===== src/rtl/pll_rst_pkg.sv =====
// Shared types and constants for the PLL reset supervisor.
// Latency: n/a (package).
// Backpressure: n/a (package).
package pll_rst_pkg;

  typedef enum logic [1:0] {
    PLL_RST   = 2'd0,
    WAIT_LOCK = 2'd1,
    DEBOUNCE  = 2'd2,
    RUN       = 2'd3
  } pll_sup_st_t;

  // Default timing parameters
  localparam int DEF_PLL_RST_CYCLES     = 16;
  localparam int DEF_LOCK_TIMEOUT       = 65536;
  localparam int DEF_LOCK_STABLE_CYCLES = 1024;
  localparam int DEF_MAX_RETRIES        = 3;
  localparam int DEF_SYNC_STAGES        = 2;

  // Saturation limits of the status counters
  localparam logic [3:0] RETRY_SAT = 4'd15;
  localparam logic [7:0] LOSS_SAT  = 8'd255;

  // Width of the shared state counter: enough to hold (largest period - 1)
  function automatic int cnt_width(input int a, input int b, input int c);
    int m;
    m = a;
    if (b > m) m = b;
    if (c > m) m = c;
    return (m > 1) ? $clog2(m) : 1;
  endfunction

endpackage


===== src/rtl/cdc_sync_bit.sv =====
// Single-bit multi-flop synchroniser with synchronous active-low reset.
// Latency: STAGES clk cycles from d to q.
// Backpressure: none; d is sampled every cycle.
// Ports: clk (destination clock), rst_n (sync reset, low clears chain), d (async in), q (synced out)
module cdc_sync_bit #(
  parameter int STAGES = 2
) (
  input  logic clk,
  input  logic rst_n,
  input  logic d,
  output logic q
);

  logic [STAGES-1:0] chain;

  always_ff @(posedge clk) begin
    if (!rst_n) begin
      chain <= '0;
    end else begin
      chain <= {chain[STAGES-2:0], d};
    end
  end

  assign q = chain[STAGES-1];

endmodule


===== src/rtl/pll_rst_supervisor.sv =====
// Drives PLL reset, qualifies PLL lock and sequences the system reset release.
// Latency: SYNC_STAGES+LOCK_STABLE_CYCLES+1 clk_in cycles from stable lock to sys_rst_n=1.
// Backpressure: none; lock loss or reinit_req in RUN restarts the sequence immediately.
// Ports: clk_in/rst_in (ref clock, sync active-low reset), pll_locked (async lock),
//        reinit_req (restart pulse), pll_rst, sys_rst_n, sys_ready, pll_fault,
//        retry_cnt, lock_loss_cnt (status).
module pll_rst_supervisor
  import pll_rst_pkg::*;
#(
  parameter int PLL_RST_CYCLES     = DEF_PLL_RST_CYCLES,
  parameter int LOCK_TIMEOUT       = DEF_LOCK_TIMEOUT,
  parameter int LOCK_STABLE_CYCLES = DEF_LOCK_STABLE_CYCLES,
  parameter int MAX_RETRIES        = DEF_MAX_RETRIES,
  parameter int SYNC_STAGES        = DEF_SYNC_STAGES
) (
  input  logic       clk_in,
  input  logic       rst_in,
  input  logic       pll_locked,
  input  logic       reinit_req,
  output logic       pll_rst,
  output logic       sys_rst_n,
  output logic       sys_ready,
  output logic       pll_fault,
  output logic [3:0] retry_cnt,
  output logic [7:0] lock_loss_cnt
);

  localparam int CNT_W = cnt_width(PLL_RST_CYCLES, LOCK_TIMEOUT, LOCK_STABLE_CYCLES);

  localparam logic [CNT_W-1:0] CNT_ONE     = CNT_W'(1);
  localparam logic [CNT_W-1:0] RST_LAST    = CNT_W'(PLL_RST_CYCLES - 1);
  localparam logic [CNT_W-1:0] TO_LAST     = CNT_W'(LOCK_TIMEOUT - 1);
  localparam logic [CNT_W-1:0] STABLE_LAST = CNT_W'(LOCK_STABLE_CYCLES - 1);
  localparam logic [3:0]       RETRY_LIM   = 4'(MAX_RETRIES);

  logic             lock_s;
  pll_sup_st_t      st, st_nxt;
  logic [CNT_W-1:0] cnt, cnt_nxt;
  logic [3:0]       retry_nxt;
  logic [7:0]       loss_nxt;
  logic             fault_nxt;

  cdc_sync_bit #(
    .STAGES (SYNC_STAGES)
  ) u_lock_sync (
    .clk   (clk_in),
    .rst_n (rst_in),
    .d     (pll_locked),
    .q     (lock_s)
  );

  always_comb begin
    st_nxt    = st;
    cnt_nxt   = cnt;
    retry_nxt = retry_cnt;
    loss_nxt  = lock_loss_cnt;
    fault_nxt = pll_fault;

    case (st)
      PLL_RST: begin
        if (cnt == RST_LAST) begin
          st_nxt  = WAIT_LOCK;
          cnt_nxt = '0;
        end else begin
          cnt_nxt = cnt + CNT_ONE;
        end
      end

      WAIT_LOCK: begin
        // A lock seen on the timeout cycle wins: no point re-pulsing a PLL that just locked
        if (lock_s) begin
          st_nxt  = DEBOUNCE;
          cnt_nxt = '0;
        end else if (cnt == TO_LAST) begin
          st_nxt  = PLL_RST;
          cnt_nxt = '0;
          if (retry_cnt != RETRY_SAT) retry_nxt = retry_cnt + 4'd1;
        end else begin
          cnt_nxt = cnt + CNT_ONE;
        end
      end

      DEBOUNCE: begin
        // A lock glitch restarts the wait but is not a timeout, so no retry is charged
        if (!lock_s) begin
          st_nxt  = WAIT_LOCK;
          cnt_nxt = '0;
        end else if (cnt == STABLE_LAST) begin
          st_nxt    = RUN;
          cnt_nxt   = '0;
          retry_nxt = 4'd0;
        end else begin
          cnt_nxt = cnt + CNT_ONE;
        end
      end

      RUN: begin
        // Lock loss takes priority over a simultaneous reinit so it is always counted
        if (!lock_s) begin
          st_nxt  = PLL_RST;
          cnt_nxt = '0;
          if (lock_loss_cnt != LOSS_SAT) loss_nxt = lock_loss_cnt + 8'd1;
        end else if (reinit_req) begin
          st_nxt  = PLL_RST;
          cnt_nxt = '0;
        end
      end

      default: begin
        st_nxt  = PLL_RST;
        cnt_nxt = '0;
      end
    endcase

    // Sticky: only rst_in clears it, retries keep going regardless
    if (retry_nxt >= RETRY_LIM) fault_nxt = 1'b1;
  end

  // Outputs are decoded from the next state so they change on the same edge as the state
  always_ff @(posedge clk_in) begin
    if (!rst_in) begin
      st            <= PLL_RST;
      cnt           <= '0;
      pll_rst       <= 1'b1;
      sys_rst_n     <= 1'b0;
      sys_ready     <= 1'b0;
      pll_fault     <= 1'b0;
      retry_cnt     <= 4'd0;
      lock_loss_cnt <= 8'd0;
    end else begin
      st            <= st_nxt;
      cnt           <= cnt_nxt;
      pll_rst       <= (st_nxt == PLL_RST);
      sys_rst_n     <= (st_nxt == RUN);
      sys_ready     <= (st_nxt == RUN);
      pll_fault     <= fault_nxt;
      retry_cnt     <= retry_nxt;
      lock_loss_cnt <= loss_nxt;
    end
  end

endmodule


===== config.mk =====
export PLATFORM = sky130hd
export DESIGN_NAME = pll_rst_supervisor
export DESIGN_NICKNAME = d
export VERILOG_FILES = /design/src/rtl/pll_rst_pkg.sv /design/src/rtl/cdc_sync_bit.sv /design/src/rtl/pll_rst_supervisor.sv
export SDC_FILE = /design/constraint.sdc
export NUM_CORES = 1
export LEC_CHECK = 0
export ABC_CLOCK_PERIOD_IN_PS = 3100
export CAP_MARGIN = 40
export CORE_MARGIN = 1
export CORE_UTILIZATION = 37
export DETAILED_ROUTE_END_ITERATION = 12
export SYNTH_ARGS = -nofsm -noshare
export SYNTH_HDL_FRONTEND = slang
export SYNTH_SLANG_ARGS = --single-unit

===== constraint.sdc =====
create_clock -name clk_in -period 3.1 [get_ports clk_in]
set_clock_uncertainty 0.1 [all_clocks]
set_input_delay 0.62 -clock clk_in [delete_from_list [all_inputs] [get_ports clk_in]]
set_output_delay 0.62 -clock clk_in [all_outputs]
set_load 0.05 [all_outputs]

==> impl_metrics.csv <==
group,metric,value,unit
outcome,status,"completed",
die,num_io_pins,20,
timing,worst_pin_slew,0.6423,ns
timing,rsz0062_at_grt,"no",
synth,syn_inst,231,
die,die_x,75.05,um
global_routing,grt_pass1_vias,1542,
detailed_routing,ant_nets,0,
clock_network,clk_latency,0.29,ns
detailed_routing,routed_wl,4.467,mm
synth,synth_ff_type,"dfxtp_1",
die,dieArea,5633,um^2
hold_path,min-delay-path-class,"reg2reg",
layout,area_growth_syn_to_layout,18.19,%
power,leakagePower,0.0007497,uW
detailed_routing,drt_iter0_markers,168,
synth,yosysTopAreaCellShare,35.49,%
clock_network,cts_sinks,35,
global_routing,grt_max_degree,22,
clock_network,post_cts_buffers,0,
critical_path,timing.rr.start,"cnt[8]",
timing,tns,0,ns
layout,drive_gt1_share,7.229,%
synth,synth_edf_count,0,
synth,syn_area_per_cell,8.547,um^2
place,io_buffers,19,
synth,synth_top_area_cell,"dfxtp_1",
global_routing,grt_use_total,17.12,%
timing,maxSlewHeadroom,56.79,%
die,dieHeight,75.05,um
layout,diodes,0,
detailed_routing,dr_total_vias,1763,
clock_network,root_buffer,"clkbuf_8",
timing,setup_viol,0,
synth,yosys_warnings,0,
timing,slew_viol_final,0,
critical_path,critical_path_class,"reg2reg",
power,ir_drop,0.2135,mV
synth,synthesis.area,1974,um^2
die,core,5107,um^2
hold_path,hold_start,"u_lock_sync.chain[0]",
layout,nFillCells,535,
synth,synthXorXnorAreaFrac,8.428,%
critical_path,crit_path_max_fanout,13,
place,place.gp.congestion,0.7778,
critical_path,startpoint_type,"flip-flop",
synth,synth_area_leaders,"dfxtp_1, a211oi_1, xnor2_1",
global_routing,antenna_found_initial,0,
die,placementRows,26,
clock_network,cts_resized,0,
clock_network,cts_hold_buf,0,
clock_network,htreeDepth,2,
global_routing,grt_pass1_wl,7.376,mm
job,maxCapViolations,0,
place,postPlaceCellArea,2221,um^2
detailed_routing,viasPerCell,5.527,
synth,synthMuxAreaShare,0,%
critical_path,required,3.15,ns
place,place_hpwl,3.130,mm
synth,synth_compound_area_share,18.82,%
timing,period_needed,2.624,ns
synth,synth_cell_types,49,
layout,fin_area,2333,um^2
synth,synth_top_family_by_area,"simple AND/OR/NAND/NOR gates",
synth,seq_area_frac_synth,35.49,%
synth,synth_nets,242,
die,initial_core_util,38.66,%
detailed_routing,drt-wirelength-per-cell,14.00,um
critical_path,cp-end-kind,"flip-flop",
clock_network,cts_tree,"done",
synth,synth_seq_cells,35,
critical_path,critPathArrivalTime,2.67,ns
timing,fmax,381.1,MHz
global_routing,grt_overflow,0,
clock_network,path_clk_slew,0.08,ns
layout,nets,259,
critical_path,crit_start,"cnt[8]",
detailed_routing,drt_pass1_iterations,4,
synth,synth_fa_ha_area_share,4.436,%
synth,synth-async-reset-ratio,0,%
synth,synthSimpleGateAreaFrac,28.96,%
timing,final_hold_viol_count,0,
clock_network,clock_path_buffers,2,
detailed_routing,drc_errors,0,
clock_network,numCtsBuffers,5,
power,p_per_area,384.0,nW/um^2
timing,final.period_utilization,84.64,%
power,power.total,896.1,uW
power by group:
part | switching (uW) | internal [uW] | total (uW)
Sequential | 5.24 | 454 | 459
Combinational | 13.9 | 10.9 | 24.8
Clock | 173 | 239 | 412
Total | 192 | 704 | 896
placed cells by master (no fill, tap or decap), drive strengths merged, types with 2 or more instances in the layout:
| cell type | instances |
|---|---|
| o211ai | 3 |
| and2 | 2 |
| o41ai | 2 |
| a31oi | 5 |
| or3 | 2 |
| ha | 7 |
| or4 | 4 |
| a21boi | 3 |
| inv | 6 |
| a211oi | 15 |
| a31o | 3 |
| dfxtp | 35 |
| nand2b | 2 |
| o21ai | 7 |
| nor4 | 4 |
| nor3 | 11 |
| nor2b | 4 |
| nand4 | 10 |
| buf | 3 |
| clkbuf | 5 |
| xnor2 | 11 |
| and3 | 6 |
| nor2 | 12 |
| a21oi | 9 |
| clkinv | 2 |
| nand3 | 13 |
| xor2 | 8 |
| and4 | 4 |
| clkdlybuf4s50 | 19 |
| nand2 | 19 |
area by class of cell:
| class | instances | area [um^2] | area share, % |
|---|---|---|---|
| Clock buffer | 5 | 68.82 | 2.949 |
| Clock inverter | 3 | 43.79 | 1.877 |
| Inverter | 6 | 22.52 | 0.9651 |
| Multi-Input combinational cell | 178 | 1197 | 51.31 |
| Sequential cell | 35 | 700.7 | 30.03 |
| Tap cell | 70 | 87.58 | 3.753 |
| Timing Repair Buffer | 22 | 212.7 | 9.115 |
flip-flops by register name, indices dropped and copies added, names as in the netlist:
register / cells
u_lock_sync.chain: 2
pll_rst: 1
sys_ready: 1
cnt: 16
pll_fault: 1
st: 2
lock_loss_cnt: 8
retry_cnt: 4
critical path, cell delays in order (launching register included):
cell	delay (ns)
dfxtp_1	0.45
or4bb_1	0.58
or4_1	0.45
a31o_1	0.28
o21ai_2	0.47
a211oi_1	0.16
metrics by stage:
stage	cells	hold WS, ns	utilization, %	setup WS (ns)
after floorplan	231	0.3118	-	0.7831
after global placement	311	0.3172	43.48	0.4944
after detailed placement	311	0.3200	43.48	0.4777
after CTS	319	0.3464	45.69	0.4631
after global routing	319	0.3737	45.69	0.2919
final	319	0.3415	45.69	0.4762
cell families (layout without fill, tap and decap cells):
logic type / Yosys count / count (layout)
buffers and inverters: 18 / 36
AND/OR/NAND/NOR: 99 / 99
adder cells (fa/ha/maj): 7 / 7
AO/OA/AOI/OAI: 53 / 53
XOR/XNOR: 19 / 19
flip-flops: 35 / 35
worst paths after layout:
kind	end	slack, ns	cells after the start
setup reg to reg	cnt[5]	0.48	5
hold / removal	u_lock_sync.chain[1]	0.34	1
setup / recovery	cnt[5]	0.48	5
hold reg to reg	u_lock_sync.chain[1]	0.34	1
synthesized netlist by cell type, types with 3 or more instances:
library cell,count
dfxtp_1,35
nand2_1,19
a211oi_1,15
nand3_1,13
nor2_1,12
nor3_1,11
xnor2_1,11
a21oi_1,9
nand4_1,9
clkbuf_1,8
xor2_1,8
ha_1,7
and3_1,6
inv_1,6
o21ai_0,6
a31oi_1,5
nor2b_1,4
and4_1,3
nor4_1,3
o211ai_1,3
or4_1,3
metal layers:
metal | vias up | global-route usage (%) | wire (um)
met5 | - | 0 | 0
met4 | 0 | 5.031 | 37
met3 | 4 | 3.882 | 167
met2 | 40 | 26.93 | 2049
met1 | 820 | 23.38 | 2212
li1 | 899 | - | -
(Power assumes the default switching activity.)
